<file path="src/rtl/vram_scan_reader_if.sv">
// Video read port between the scan reader and the data memory.
// The memory returns Rdv one cycle after av is presented.
interface vram_scan_reader_if;
    logic [31:0] av;
    logic [31:0] Rdv;

    modport master (output av, input Rdv);
    modport slave (input av, output Rdv);
endinterface

</file>
<file path="src/rtl/vram_scan_reader.sv">
// Scans VRAM words over the video port and serialises them into 8-bit pixels with sync.
// Define VRAM_BYTE_ADDR_EN to drive av as a byte address (word index << 2).
module vram_scan_reader #(
    parameter int unsigned H_ACTIVE  = 16,
    parameter int unsigned H_FP      = 1,
    parameter int unsigned H_SYNC    = 2,
    parameter int unsigned H_BP      = 1,
    parameter int unsigned V_ACTIVE  = 16,
    parameter int unsigned V_FP      = 1,
    parameter int unsigned V_SYNC    = 1,
    parameter int unsigned V_BP      = 1,
    parameter int unsigned BASE_ADDR = 0
) (
    input  logic                      CLK,
    input  logic                      RST,
    input  logic                      enable,
    vram_scan_reader_if.master        vbus,
    output logic [7:0]                pixel,
    output logic                      de,
    output logic                      hsync,
    output logic                      vsync,
    output logic                      frame_start
);

    localparam int unsigned H_TOTAL = H_ACTIVE + H_FP + H_SYNC + H_BP;
    localparam int unsigned V_TOTAL = V_ACTIVE + V_FP + V_SYNC + V_BP;

    localparam logic [15:0] HA      = 16'(H_ACTIVE);
    localparam logic [15:0] HS_LO   = 16'(H_ACTIVE + H_FP);
    localparam logic [15:0] HS_HI   = 16'(H_ACTIVE + H_FP + H_SYNC);
    localparam logic [15:0] HT_LAST = 16'(H_TOTAL - 1);
    localparam logic [15:0] HT_PRE  = 16'(H_TOTAL - 2);
    localparam logic [15:0] VA      = 16'(V_ACTIVE);
    localparam logic [15:0] VS_LO   = 16'(V_ACTIVE + V_FP);
    localparam logic [15:0] VS_HI   = 16'(V_ACTIVE + V_FP + V_SYNC);
    localparam logic [15:0] VT_LAST = 16'(V_TOTAL - 1);
    localparam logic [31:0] BASE    = 32'(BASE_ADDR);

    typedef enum logic [1:0] {StIdle, StPrime, StScan} state_e;

    state_e      state_q;
    logic        prime_q;
    logic [15:0] h_q, v_q;
    logic [31:0] word_q;
    logic [31:0] shift_q;

    logic [15:0] h_nxt, v_nxt, tgt_h, tgt_v;
    logic        act, load, fetch_mid, fetch_line, wrap;
    logic [31:0] word_nxt;

    function automatic logic [31:0] word_addr(input logic [31:0] w);
`ifdef VRAM_BYTE_ADDR_EN
        return (BASE + w) << 2;
`else
        return BASE + w;
`endif
    endfunction

    // Everything below is decoded for the position the counters move to on this edge.
    always_comb begin
        h_nxt = (h_q == HT_LAST) ? 16'd0 : h_q + 16'd1;
        v_nxt = v_q;
        if (h_q == HT_LAST) begin
            v_nxt = (v_q == VT_LAST) ? 16'd0 : v_q + 16'd1;
        end
        tgt_h      = (state_q == StScan) ? h_nxt : 16'd0;
        tgt_v      = (state_q == StScan) ? v_nxt : 16'd0;
        act        = (tgt_h < HA) && (tgt_v < VA);
        load       = act && (tgt_h[1:0] == 2'd0);
        fetch_mid  = (tgt_v < VA) && (tgt_h[1:0] == 2'd2) && (tgt_h + 16'd6 <= HA);
        fetch_line = (tgt_h == HT_PRE) && ((tgt_v + 16'd1 < VA) || (tgt_v == VT_LAST));
        wrap       = fetch_line && (tgt_v == VT_LAST);
        word_nxt   = wrap ? 32'd0 : word_q + 32'd1;
    end

    always_ff @(posedge CLK or negedge RST) begin
        if (!RST) begin
            state_q     <= StIdle;
            prime_q     <= 1'b0;
            h_q         <= '0;
            v_q         <= '0;
            word_q      <= '0;
            shift_q     <= '0;
            vbus.av     <= word_addr(32'd0);
            pixel       <= '0;
            de          <= 1'b0;
            hsync       <= 1'b1;
            vsync       <= 1'b1;
            frame_start <= 1'b0;
        end else if (state_q == StIdle || !enable) begin
            state_q     <= (state_q == StIdle && enable) ? StPrime : StIdle;
            prime_q     <= 1'b0;
            h_q         <= '0;
            v_q         <= '0;
            word_q      <= '0;
            shift_q     <= '0;
            vbus.av     <= word_addr(32'd0);
            pixel       <= '0;
            de          <= 1'b0;
            hsync       <= 1'b1;
            vsync       <= 1'b1;
            frame_start <= 1'b0;
        end else if (state_q == StPrime && !prime_q) begin
            prime_q <= 1'b1;
        end else begin
            // Second PRIME cycle and every SCAN cycle share this path; PRIME targets (0,0).
            state_q     <= StScan;
            h_q         <= tgt_h;
            v_q         <= tgt_v;
            de          <= act;
            hsync       <= !((tgt_h >= HS_LO) && (tgt_h < HS_HI));
            vsync       <= !((tgt_v >= VS_LO) && (tgt_v < VS_HI));
            frame_start <= (tgt_h == 16'd0) && (tgt_v == 16'd0);
            if (load) begin
                shift_q <= vbus.Rdv;
                pixel   <= vbus.Rdv[7:0];
            end else if (act) begin
                shift_q <= {8'h00, shift_q[31:8]};
                pixel   <= shift_q[15:8];
            end else begin
                pixel <= '0;
            end
            if (fetch_mid || fetch_line) begin
                word_q  <= word_nxt;
                vbus.av <= word_addr(word_nxt);
            end
        end
    end

endmodule

</file>
<file path="src/flat_wrapper.sv">
// flat-port wrapper written by rule: the top's interface ports become plain ports
module vram_scan_reader_flat 
#(
    parameter int unsigned H_ACTIVE  = 16,
    parameter int unsigned H_FP      = 1,
    parameter int unsigned H_SYNC    = 2,
    parameter int unsigned H_BP      = 1,
    parameter int unsigned V_ACTIVE  = 16,
    parameter int unsigned V_FP      = 1,
    parameter int unsigned V_SYNC    = 1,
    parameter int unsigned V_BP      = 1,
    parameter int unsigned BASE_ADDR = 0
)
  (CLK, RST, enable, pixel, de, hsync, vsync, frame_start, vbus_av, vbus_Rdv);
  vram_scan_reader_if vbus_i ();
  input  logic CLK;
  input  logic RST;
  input  logic enable;
  output logic [7:0] pixel;
  output logic de;
  output logic hsync;
  output logic vsync;
  output logic frame_start;
  output wire logic [$bits(vbus_i.av)-1:0] vbus_av;
  input wire logic [$bits(vbus_i.Rdv)-1:0] vbus_Rdv;
  assign vbus_av = vbus_i.av;
  assign vbus_i.Rdv = vbus_Rdv;
  vram_scan_reader #(.H_ACTIVE(H_ACTIVE), .H_FP(H_FP), .H_SYNC(H_SYNC), .H_BP(H_BP), .V_ACTIVE(V_ACTIVE), .V_FP(V_FP), .V_SYNC(V_SYNC), .V_BP(V_BP), .BASE_ADDR(BASE_ADDR)) u_core (.CLK(CLK), .RST(RST), .enable(enable), .vbus(vbus_i), .pixel(pixel), .de(de), .hsync(hsync), .vsync(vsync), .frame_start(frame_start));
endmodule
</file>
<file path="config.mk">
export PLATFORM = sky130hd
export DESIGN_NAME = vram_scan_reader_flat
export DESIGN_NICKNAME = d
export VERILOG_FILES = /design/src/rtl/vram_scan_reader_if.sv /design/src/rtl/vram_scan_reader.sv /design/src/flat_wrapper.sv
export SDC_FILE = /design/constraint.sdc
export NUM_CORES = 1
export LEC_CHECK = 0
export BUFFER_PORTS_ARGS = -buffer_cell sky130_fd_sc_hd__buf_2
export CAP_MARGIN = 25
export CORE_MARGIN = 2
export CORE_UTILIZATION = 40
export CTS_CLUSTER_SIZE = 8
export DETAILED_ROUTE_END_ITERATION = 12
export PLACE_DENSITY = 0.67
export SLEW_MARGIN = 5
export SYNTH_ARGS = -nofsm -noshare
export SYNTH_HDL_FRONTEND = slang
export SYNTH_SLANG_ARGS = --single-unit
</file>
<file path="constraint.sdc">
create_clock -name CLK -period 6.4 [get_ports CLK]
set_input_delay 0.32 -clock CLK [delete_from_list [all_inputs] [get_ports CLK]]
set_output_delay 0.32 -clock CLK [all_outputs]
set_load 0.01 [all_outputs]
</file>
==> run_results.csv, run 1 <==
group,metric,value,unit
global_routing,antenna_found_initial,0,
power,powerDensity,184,nW/µm²
synthesis,netlist_area,6960,µm²
sta,fmax,0.188,GHz
synthesis,synth_fp_nets,864,
final_layout,drive_gt1_share,15.5,%
global_routing,grt_pass1_vias,6126,
clocking,cts_inserted_buffers,9,
synthesis,ys.flop_type,"dfrtp_1",
die,die_y,136,µm
synthesis,ys_seq_elements,103,
drt,first_pass_iters,5,
clocking,cts-htree-levels,3,
placement,place_area,7370,µm²
clocking,cts.sinks,103,
sta,slew_viol_final,0,
worst_setup_path,cp_max_fo,61,
clocking,postCtsSetupBuffers,0,
clocking,clock_path_buffers,2,
die,core,17200,µm²
sta,rsz0062_at_grt,"false",
power,p_switching,383,µW
global_routing,grt_pass1_wl,32100,µm
drt,via_per_inst,6.22,
sta,finalHoldViolations,0,
drt,vias,6713,
synthesis,synth.area.top_cells,"dfrtp_1, o21ai_0, nand2_1, mux2i_1, a21oi_1",
run_status,run_status,"finished, final reports clean",
final_layout,diodes,0,
sta,tightest_slew,0.869,ns
worst_setup_path,cp.arrival,5.59,ns
synthesis,synth-edff-count,0,
sta,clock_skew,0.0123,ns
synthesis,synthArstFlopShare,100,%
worst_setup_path,cp-start-kind,"flop",
final_layout,syn2layout_area_growth,10.6,%
synthesis,synth.distinct_cells,75,
die,initial_core_util,40.5,%
die,die_w,136,µm
clocking,clk_latency,0.35,ns
power,clockPowerShare,42.3,%
sta,period_needed,5.32,ns
power,swShare,27.1,%
min_path,hp-class,"primary input to flop",
die,rows,48,
synthesis,yosysTopAreaCellShare,36.3,%
global_routing,grt_usage,21.5,%
placement,place_ws,1.18,ns
synthesis,syn_area_per_cell,8.45,µm²
clocking,tritoncts,"done",
clocking,ctsRootBufferMaster,"clkbuf_16",
placement,hpwl,13100,µm
synthesis,synth_seq_area_share,37.0,%
placement,numPortBuffers,78,
drt,drc_errors,0,
power,ir_worst_vdd,0.156,mV
final_layout,nNetsFinal,889,
sta,tns,0,ns
synthesis,synth_most_common_cell,"dfrtp_1",
synthesis,syn_inst,824,
global_routing,grt_remaining_overflow,0,
power,power_frac_seq,48.6,%
synthesis,synth_top_area_cell,"dfrtp_1",
sta,setup_violations,0,
worst_setup_path,worstSetupPathType,"flop to flop",
drt,first_iter_violations,636,
sta,setup_ws,1.08,ns
die,die-area,18500,µm²
synthesis,ys_warn_count,0,
clocking,path_clk_slew,0.08,ns
placement,globalplace.congestion,0.942,
die,num_io_pins,79,
drt,drt-total-wl,19400,µm
drt,ant_nets,0,
final_layout,stdcell_area,7700,µm²
sta,slew_headroom,41.9,%
power,p_comb_share,9.1,%
run,max-cap-violations,0,
global_routing,grt_max_degree,62,
power,p_int,1030,µW
drt,detail_route.wl_per_cell,17.9,µm
synthesis,synth_common_cells,"dfrtp_1, nand2_1, o21ai_0, a21oi_1, clkbuf_1",
worst_setup_path,worstSetupEndpointType,"flop",
worst_setup_path,cp.required,6.67,ns
power,power.leakage,0.00309,µW
sta,post-route-period-util,83.1,%
==> state kept, by name, indices dropped and copies added, names as in the netlist <==
signal,count
u_core.de,1
u_core.v_q,16
u_core.h_q,16
u_core.frame_start,1
u_core.word_q,32
u_core.state_q,2
u_core.pixel,8
u_core.hsync,1
u_core.prime_q,1
u_core.shift_q,24
u_core.vsync,1
==> layout make-up <==
type,count,area (µm²)
Tap cell,225,282
Clock buffer,9,225
Clock inverter,7,97.6
Fill cell,1732,9470
Inverter,11,41.3
Timing Repair Buffer,84,440
Sequential cell,103,2580
Multi-Input combinational cell,640,4040
==> placed cells by master (no fill, tap or decap), drive strengths merged, types with 4 or more instances in the layout <==
cell type  netlist  final
and4             7      7
nand3           39     39
nand4b           5      5
o21ai           92     92
o211ai           4      4
nor4            11     11
clkbuf          47      9
nor4b            5      5
nor2            33     33
ha               5      5
nor3b            4      4
buf             23     83
dfrtp          101    101
a41oi            4      4
mux2i           25     25
or2              5      5
nand2           90     90
nor3            25     25
or3             26     26
a22o            12     12
a211oi           5      5
xnor2           20     20
inv             11     14
o21a             5      5
and2             8      8
nand4           31     31
and3            15     15
a21oi           49     49
o41ai            6      6
o31ai           20     20
a31oi            8      8
xor2            10     10
or4             20     20
==> final timing paths <==
kind	from	slack, ns	endpoint	depth (start not counted)
max	u_core.h_q[0]$_DFFE_PN0P_	1.08	u_core.word_q[13]$_DFFE_PN0P_	14
min	vbus_Rdv[25]	0.17	u_core.shift_q[25]$_DFFE_PN0P_	2
max reg2reg	u_core.h_q[0]$_DFFE_PN0P_	1.08	u_core.word_q[13]$_DFFE_PN0P_	14
min reg2reg	u_core.shift_q[15]$_DFFE_PN0P_	0.48	u_core.shift_q[15]$_DFFE_PN0P_	2
max in group asynchronous	RST	4.68	u_core.v_q[13]$_DFFE_PN0P_	3
min in group asynchronous	RST	0.49	u_core.shift_q[16]$_DFFE_PN0P_	2
==> metrics by stage <==
step | utilization (%) | cells | power, µW | hold WS (ns)
floorplan | - | 824 | 770 | 0.0244
global placement | 42.9 | 1062 | 827 | 0.347
detailed placement | 42.9 | 1062 | 829 | 0.352
CTS | 44.9 | 1079 | 1430 | 0.164
global route | 44.9 | 1079 | 1470 | 0.172
finish | 44.9 | 1079 | 1410 | 0.174
==> power by group through the flow <==
stage	Sequential [µW]	Combinational [µW]	Clock [µW]
2_1_floorplan	698	71.4	0
3_3_place_gp	699	128	0
3_5_place_dp	699	130	0
4_1_cts	687	131	617
5_1_grt	690	145	639
6_report	687	129	598
==> critical path: stages (launching register included) <==
cell and delay, ns:
dfrtp_1 0.63, ha_1 0.74, nor4b_2 0.36, nand4_1 0.36
and2_1 0.41, nand2_1 0.13, ha_1 0.18, xor2_1 0.18
xnor2_1 0.14, a21oi_1 0.08, a2111oi_0 0.36, o21ai_0 0.21
o41a_4 0.69, or4_1 0.57, a21oi_1 0.16
==> logic make-up after synthesis <==
kind of cell / Yosys count / synth area share [%]
flip-flops: 103 / 37.0
multiplexers: 27 / 3.92
adder cells (fa/ha/maj): 5 / 0.898
AO/OA/AOI/OAI: 239 / 21.8
buffers and inverters: 81 / 5.14
AND/OR/NAND/NOR: 339 / 27.4
XOR/XNOR: 30 / 3.77
==> timing repair <==
item,4_1_cts,5_1_grt
endpoints found under the hold margin,41,0
gates resized for setup,0,0
hold buffers,1,0
setup endpoints to repair,0,0
==> per-layer routing <==
layer	up-vias	wire, µm	part of all wire (%)	global-route usage, %
li1	3161	-	-	-
met1	3186	8830	46	31.8
met2	327	8460	44	30.9
met3	39	1530	7.9	4.10
met4	0	535	2.8	8.22
met5	-	0	0	0
Note: power is estimated with default switching activity, not from simulation.
==> run 2, diff against run 1 <==
--- a/config.mk
+++ b/config.mk
@@ -5,6 +5,7 @@
 export SDC_FILE = /design/constraint.sdc
 export NUM_CORES = 1
 export LEC_CHECK = 0
+export ABC_AREA = 1
 export BUFFER_PORTS_ARGS = -buffer_cell sky130_fd_sc_hd__buf_2
 export CAP_MARGIN = 25
 export CORE_MARGIN = 2
==> constraint.sdc (replaced) <==
create_clock -name CLK -period 5 [get_ports CLK]
set_input_delay 0.25 -clock CLK [delete_from_list [all_inputs] [get_ports CLK]]
set_output_delay 0.25 -clock CLK [all_outputs]
set_load 0.01 [all_outputs]
==> run 2 against run 1 <==
Die area grew 12%. Sequential share of layout area shrank 3.9 points. Sequential power grew 29%. Register-to-register slack is essentially flat. Via count grew 12%. Clock skew grew 0.0026 ns. Combinational power grew 91%. Final cell count grew 38%. Critical endpoint is now u_core.word_q[17]$_DFFE_PN0P_. Wire length grew 3.5%. Power grew 31%. Clock power grew 20%. Highest routed layer unchanged. Worst hold slack lost 0.055 ns.
==> run_results.csv, run 2 <==
group,metric,value,unit
worst_setup_path,slowest_stage,"dfrtp_1",
synthesis,ys.flop_type,"dfrtp_1",
sta,clock_skew,0.0149,ns
drt,first_pass_iters,5,
run,max-cap-violations,0,
sta,period_needed,3.91,ns
final_layout,largest_reg_flops,32,
synthesis,netlist_area,7850,µm²
power,power.leakage,0.00425,µW
worst_setup_path,max_stage_delay,0.44,ns
final_layout,syn2layout_area_growth,11.0,%
drt,detail_route.wl_per_cell,13.5,µm
worst_setup_path,cp_num_buf_inv,5,
worst_setup_path,cp.required,5.24,ns
global_routing,grt_pass1_wl,33700,µm
clocking,cts_inserted_buffers,9,
sta,fmax,0.256,GHz
global_routing,grt_max_degree,78,
sta,tightest_slew,0.894,ns
power,powerDensity,212,nW/µm²
synthesis,ys_seq_elements,103,
die,die_y,144,µm
worst_setup_path,cp.arrival,4.16,ns
clocking,postCtsSetupBuffers,0,
synthesis,synth_top_area_cell,"dfrtp_1",
final_layout,final_cell_mix,"nand2_1, inv_1, nor2_1",
clocking,ctsRootBufferMaster,"clkbuf_16",
synthesis,synth_seq_area_share,32.9,%
die,num_io_pins,79,
synthesis,synth_most_common_cell,"nand2_1",
sta,finalHoldViolations,0,
synthesis,yosysTopAreaCellShare,32.2,%
sta,setup_violations,0,
drt,via_per_inst,5.07,
sta,post-route-period-util,78.2,%
clocking,path_clk_slew,0.08,ns
clocking,cts.sinks,103,
final_layout,stdcell_area,8720,µm²
drt,first_iter_violations,541,
placement,place_area,8390,µm²
final_layout,n_fill_cell,1965,
worst_setup_path,cp_max_fo,33,
synthesis,syn_area_per_cell,6.82,µm²
die,die_w,144,µm
global_routing,antenna_found_initial,0,
die,rows,51,
placement,hpwl,14300,µm
drt,drc_errors,0,
synthesis,synth_fp_nets,1191,
synthesis,synth.area.top_cells,"dfrtp_1, nand2_1, inv_1, nor2_1, nand3_1",
clocking,tritoncts,"done",
worst_setup_path,cp-start-kind,"flop",
worst_setup_path,worstSetupEndpointType,"flop",
run_status,run_status,"finished, final reports clean",
worst_setup_path,crit_family,"simple AND/OR/NAND/NOR gates",
final_layout,regMostFlops,"u_core.word_q",
synthesis,ys_warn_count,0,
sta,slew_headroom,40.3,%
clocking,clock_path_buffers,2,
power,ir_worst_vdd,0.161,mV
min_path,hp-class,"primary input to flop",
synthesis,synthArstFlopShare,100,%
final_layout,nNetsFinal,1255,
placement,globalplace.congestion,0.909,
sta,slew_viol_final,0,
final_layout,diodes,0,
die,core,19300,µm²
drt,drt-total-wl,20000,µm
die,die-area,20800,µm²
drt,ant_nets,0,
clocking,clk_latency,0.36,ns
die,initial_core_util,40.6,%
worst_setup_path,worstSetupPathType,"flop to flop",
global_routing,grt_pass1_vias,7012,
placement,numPortBuffers,78,
worst_setup_path,cpMostUsedCell,"nand2_1",
final_layout,final_common_cell,"nand2_1",
clocking,cts-htree-levels,3,
sta,tns,0,ns
global_routing,grt_usage,19.8,%
synthesis,synth-edff-count,0,
synthesis,synth_common_cells,"nand2_1, inv_1, nor2_1, nand3_1, dfrtp_1",
final_layout,drive_gt1_share,18.2,%
synthesis,synth.distinct_cells,51,
synthesis,syn_inst,1151,
drt,vias,7533,
final_layout,reg_top3,"u_core.word_q (32), u_core.shift_q (24)",
sta,rsz0062_at_grt,"false",
global_routing,grt_remaining_overflow,0,
==> run 2: cell count changes after synthesis, sizes merged, moves of 36 or more <==
cell / delta
nand3: +81
nand2: +247
o21ai: -50
clkbuf: -36
inv: +155
nor2: +141
a21oi: -45
==> run 2: path summary, 6_finish.rpt <==
kind	startpoint	to	slack [ns]	depth (start not counted)
max in group asynchronous	RST	u_core.v_q[3]$_DFFE_PN0P_	3.84	3
hold reg to reg	u_core.prime_q$_DFFE_PN0P_	u_core.state_q[0]$_DFFE_PN0P_	0.46	1
setup / recovery	u_core.h_q[0]$_DFFE_PN0P_	u_core.word_q[17]$_DFFE_PN0P_	1.09	26
min in group asynchronous	RST	u_core.v_q[11]$_DFFE_PN0P_	0.42	2
hold / removal	vbus_Rdv[30]	u_core.shift_q[30]$_DFFE_PN0P_	0.12	3
setup reg to reg	u_core.h_q[0]$_DFFE_PN0P_	u_core.word_q[17]$_DFFE_PN0P_	1.09	26
==> run 2: kinds of logic after synthesis <==
| family | Yosys count | share of synthesized area [%] |
|---|---|---|
| adder cells (fa/ha/maj) | 5 | 0.797 |
| XOR/XNOR | 24 | 2.77 |
| AO/OA/AOI/OAI | 117 | 11.4 |
| AND/OR/NAND/NOR | 701 | 41.0 |
| buffers and inverters | 201 | 11.1 |
| flip-flops | 103 | 32.9 |
==> run 2: cell type report <==
class                           count  area (µm²)  area share (%)
Tap cell                          265         332            3.80
Clock inverter                      6        57.6           0.660
Multi-Input combinational cell    847        4410            50.6
Timing Repair Buffer               86         468            5.37
Sequential cell                   103        2580            29.6
Clock buffer                       10         239            2.74
Inverter                          168         631            7.24
==> run 2: worst register-to-register path: cells and delay by family, from the launching register on <==
family / cells / cell delay [ns]
fa+ha+maj: 2 / 0.50
simple gates: 18 / 2.33
compound gates: 1 / 0.16
buf+inv: 5 / 0.41
flops: 1 / 0.44
==> run 2: layer usage <==
layer / track usage (%) / part of all wire (%) / up-vias
met5: 0 / 0 / -
met4: 7.33 / 2.2 / 0
met3: 3.61 / 6.0 / 31
met2: 32.5 / 47 / 205
met1: 26.2 / 45 / 3454
li1: - / - / 3843
==> run 2: timing repair <==
action | 4_1_cts | 5_1_grt
gates resized for setup | 0 | 0
endpoints found under the hold margin | 0 | 35
hold buffers | 0 | 1
==> run 2: stage by stage <==
step / worst slack [ns] / util, % / std cells / hold WS [ns] / total power (µW)
CTS: 1.11 / 44.9 / 1483 / 0.109 / 1870
detailed placement: 1.12 / 43.4 / 1467 / 0.459 / 1150
finish: 1.09 / 45.1 / 1485 / 0.120 / 1850
global placement: 1.26 / 43.4 / 1467 / 0.450 / 1150
global route: 0.609 / 45.1 / 1485 / 0.119 / 1930
floorplan: 2.02 / - / 1151 / -0.0456 / 1080
==> run 2: report_power, final <==
part / leakage [µW] / internal, µW / switching (µW) / total, µW
Combinational: 0.00269 / 73.1 / 174 / 247
Clock: 0.000148 / 365 / 352 / 718
Sequential: 0.00141 / 865 / 21.2 / 886
Total: 0.00425 / 1300 / 547 / 1850
==> run 3, diff against run 2 <==
==> constraint.sdc (replaced) <==
create_clock -name CLK -period 3.8 [get_ports CLK]
set_input_delay 0.19 -clock CLK [delete_from_list [all_inputs] [get_ports CLK]]
set_output_delay 0.19 -clock CLK [all_outputs]
set_load 0.01 [all_outputs]
==> run 3 against run 2 <==
Clock power grew 42%. Wire length increased by 2.4%. Critical path depth is 9 lower. First-iteration DRC count is 1.7% lower. Worst setup slack got worse by 0.71 ns. Power grew 37%. Maximum frequency rose by 14%. Clock-buffer cell count down 1. Combinational power rose by 38%. Worst hold slack got worse by 0.058 ns. Critical path type unchanged. Critical endpoint is now u_core.word_q[24]$_DFFE_PN0P_. Largest cell class unchanged.
==> run_results.csv, run 3 (synthesis results as in run 2) <==
group,metric,value,unit
run_status,run_status,"finished, final reports clean",
die,rows,51,
sta,tightest_slew,0.844,ns
global_routing,antenna_found_initial,0,
sta,tns,0,ns
global_routing,grt_max_degree,63,
worst_setup_path,worstSetupPathType,"flop to flop",
power,power.leakage,0.00430,µW
drt,vias,7675,
worst_setup_path,cp_max_fo,18,
die,num_io_pins,79,
final_layout,fin_util,45.6,%
clocking,tritoncts,"done",
global_routing,grt_remaining_overflow,0,
sta,fmax,0.292,GHz
die,die-area,20800,µm²
min_path,hp-class,"primary input to flop",
placement,globalplace.congestion,0.897,
placement,place_ws,0.221,ns
drt,detail_route.wl_per_cell,13.7,µm
sta,slew_viol_final,0,
final_layout,drive_gt1_share,18.9,%
drt,via_per_inst,5.14,
clocking,ctsRootBufferMaster,"clkbuf_16",
final_layout,multi_input_area,4430,µm²
global_routing,grt_pass1_vias,6927,
placement,hpwl,14900,µm
run,max-cap-violations,0,
worst_setup_path,cp.required,4.06,ns
power,p_total,2530,µW
sta,finalHoldViolations,0,
clocking,cts.sinks,103,
final_layout,n_fill_cell,1990,
power,ir_worst_vdd,0.213,mV
sta,setup_ws,0.377,ns
drt,first_pass_iters,7,
clocking,postCtsSetupBuffers,0,
clocking,clk_latency,0.37,ns
final_layout,nNetsFinal,1263,
final_layout,largest_reg_flops,32,
placement,place_area,8470,µm²
sta,post-route-period-util,90.1,%
sta,setup_violations,0,
worst_setup_path,cp-start-kind,"flop",
sta,period_needed,3.42,ns
clocking,clock_path_buffers,2,
drt,first_iter_violations,532,
die,die_w,144,µm
clocking,path_clk_slew,0.08,ns
final_layout,diodes,0,
sta,rsz0062_at_grt,"false",
final_layout,reg_top3,"u_core.word_q (32), u_core.shift_q (24)",
worst_setup_path,worstSetupEndpointType,"flop",
clocking,cts-htree-levels,3,
final_layout,stdcell_area,8820,µm²
drt,drc_errors,0,
die,initial_core_util,40.6,%
final_layout,regMostFlops,"u_core.word_q",
final_layout,final_cell_mix,"nand2_1, inv_1, nor2_1",
power,powerDensity,287,nW/µm²
final_layout,final_common_cell,"nand2_1",
global_routing,grt_usage,20.2,%
drt,drt-total-wl,20500,µm
final_layout,syn2layout_area_growth,12.3,%
global_routing,grt_pass1_wl,34000,µm
worst_setup_path,cp.arrival,3.68,ns
die,core,19300,µm²
drt,ant_nets,0,
sta,clock_skew,0.0201,ns
final_layout,area.sequential,2580,µm²
die,die_y,144,µm
clocking,cts_inserted_buffers,9,
placement,numPortBuffers,78,
sta,slew_headroom,43.7,%
run 3: cell types whose count changed in the layout (fill, tap and decap cells not counted), sizes merged:
| cell | change |
|---|---|
| buf | +8 |
| bufinv | +1 |
| clkbuf | -1 |
| clkinv | +1 |
| inv | -1 |
run 3: what timing repair did:
action / 4_1_cts / 5_1_grt
resized for setup: 0 / 4
hold endpoints to repair: 59 / 0
setup endpoints to repair: 0 / 32
hold buffers: 1 / 0
run 3: path summary, 6_finish.rpt:
check / depth (start not counted) / endpoint / slack (ns) / startpoint
min in group asynchronous: 2 / u_core.v_q[11]$_DFFE_PN0P_ / 0.49 / RST
max in group asynchronous: 3 / u_core.hsync$_DFFE_PN1P_ / 2.46 / RST
worst min register to register: 1 / u_core.state_q[0]$_DFFE_PN0P_ / 0.46 / u_core.prime_q$_DFFE_PN0P_
worst max register to register: 17 / u_core.word_q[24]$_DFFE_PN0P_ / 0.38 / u_core.h_q[0]$_DFFE_PN0P_
worst min-delay path: 3 / u_core.shift_q[30]$_DFFE_PN0P_ / 0.06 / vbus_Rdv[30]
worst max-delay path: 17 / u_core.word_q[24]$_DFFE_PN0P_ / 0.38 / u_core.h_q[0]$_DFFE_PN0P_
run 3: layout make-up:
class	instances	area share, %
inverters	168	7.15
multi-input cells	847	50.2
well taps	265	3.76
flip-flops and latches	103	29.2
clock inverters	7	1.11
clock buffers	9	2.55
repair buffers	94	5.99
run 3: where the power goes:
part           total (µW)  internal [µW]  leakage, µW  switching, µW
Sequential           1170           1140      0.00141           28.8
Combinational         342            107      0.00273            235
Clock                1020            535     0.000159            484
run 3: worst max-delay path, cell delays in order, from the launching register on:
cell     delay, ns
dfrtp_1       0.43
ha_1          0.26
nand2_1       0.13
nor2_2        0.15
nand2_1       0.30
nand2_1       0.18
nand3_2       0.14
nor2_2        0.21
nand2_1       0.07
nor2_1        0.21
nand3_1       0.10
nand2_1       0.08
nand4_1       0.11
nor2_2        0.16
nand3_4       0.28
buf_4         0.32
nand3_1       0.09
nand2_1       0.06
run 3: metrics by stage:
step / std cells / hold WS [ns]
floorplan: 1151 / -0.106
global placement: 1476 / 0.352
detailed placement: 1476 / 0.352
CTS: 1493 / 0.0528
global route: 1493 / 0.0689
finish: 1493 / 0.0617
run 3: layer usage:
layer	part of all wire [%]	global-route usage, %
met1	47	28.3
met5	0	0
met2	46	32.2
met4	1.7	6.09
met3	5.1	3.31
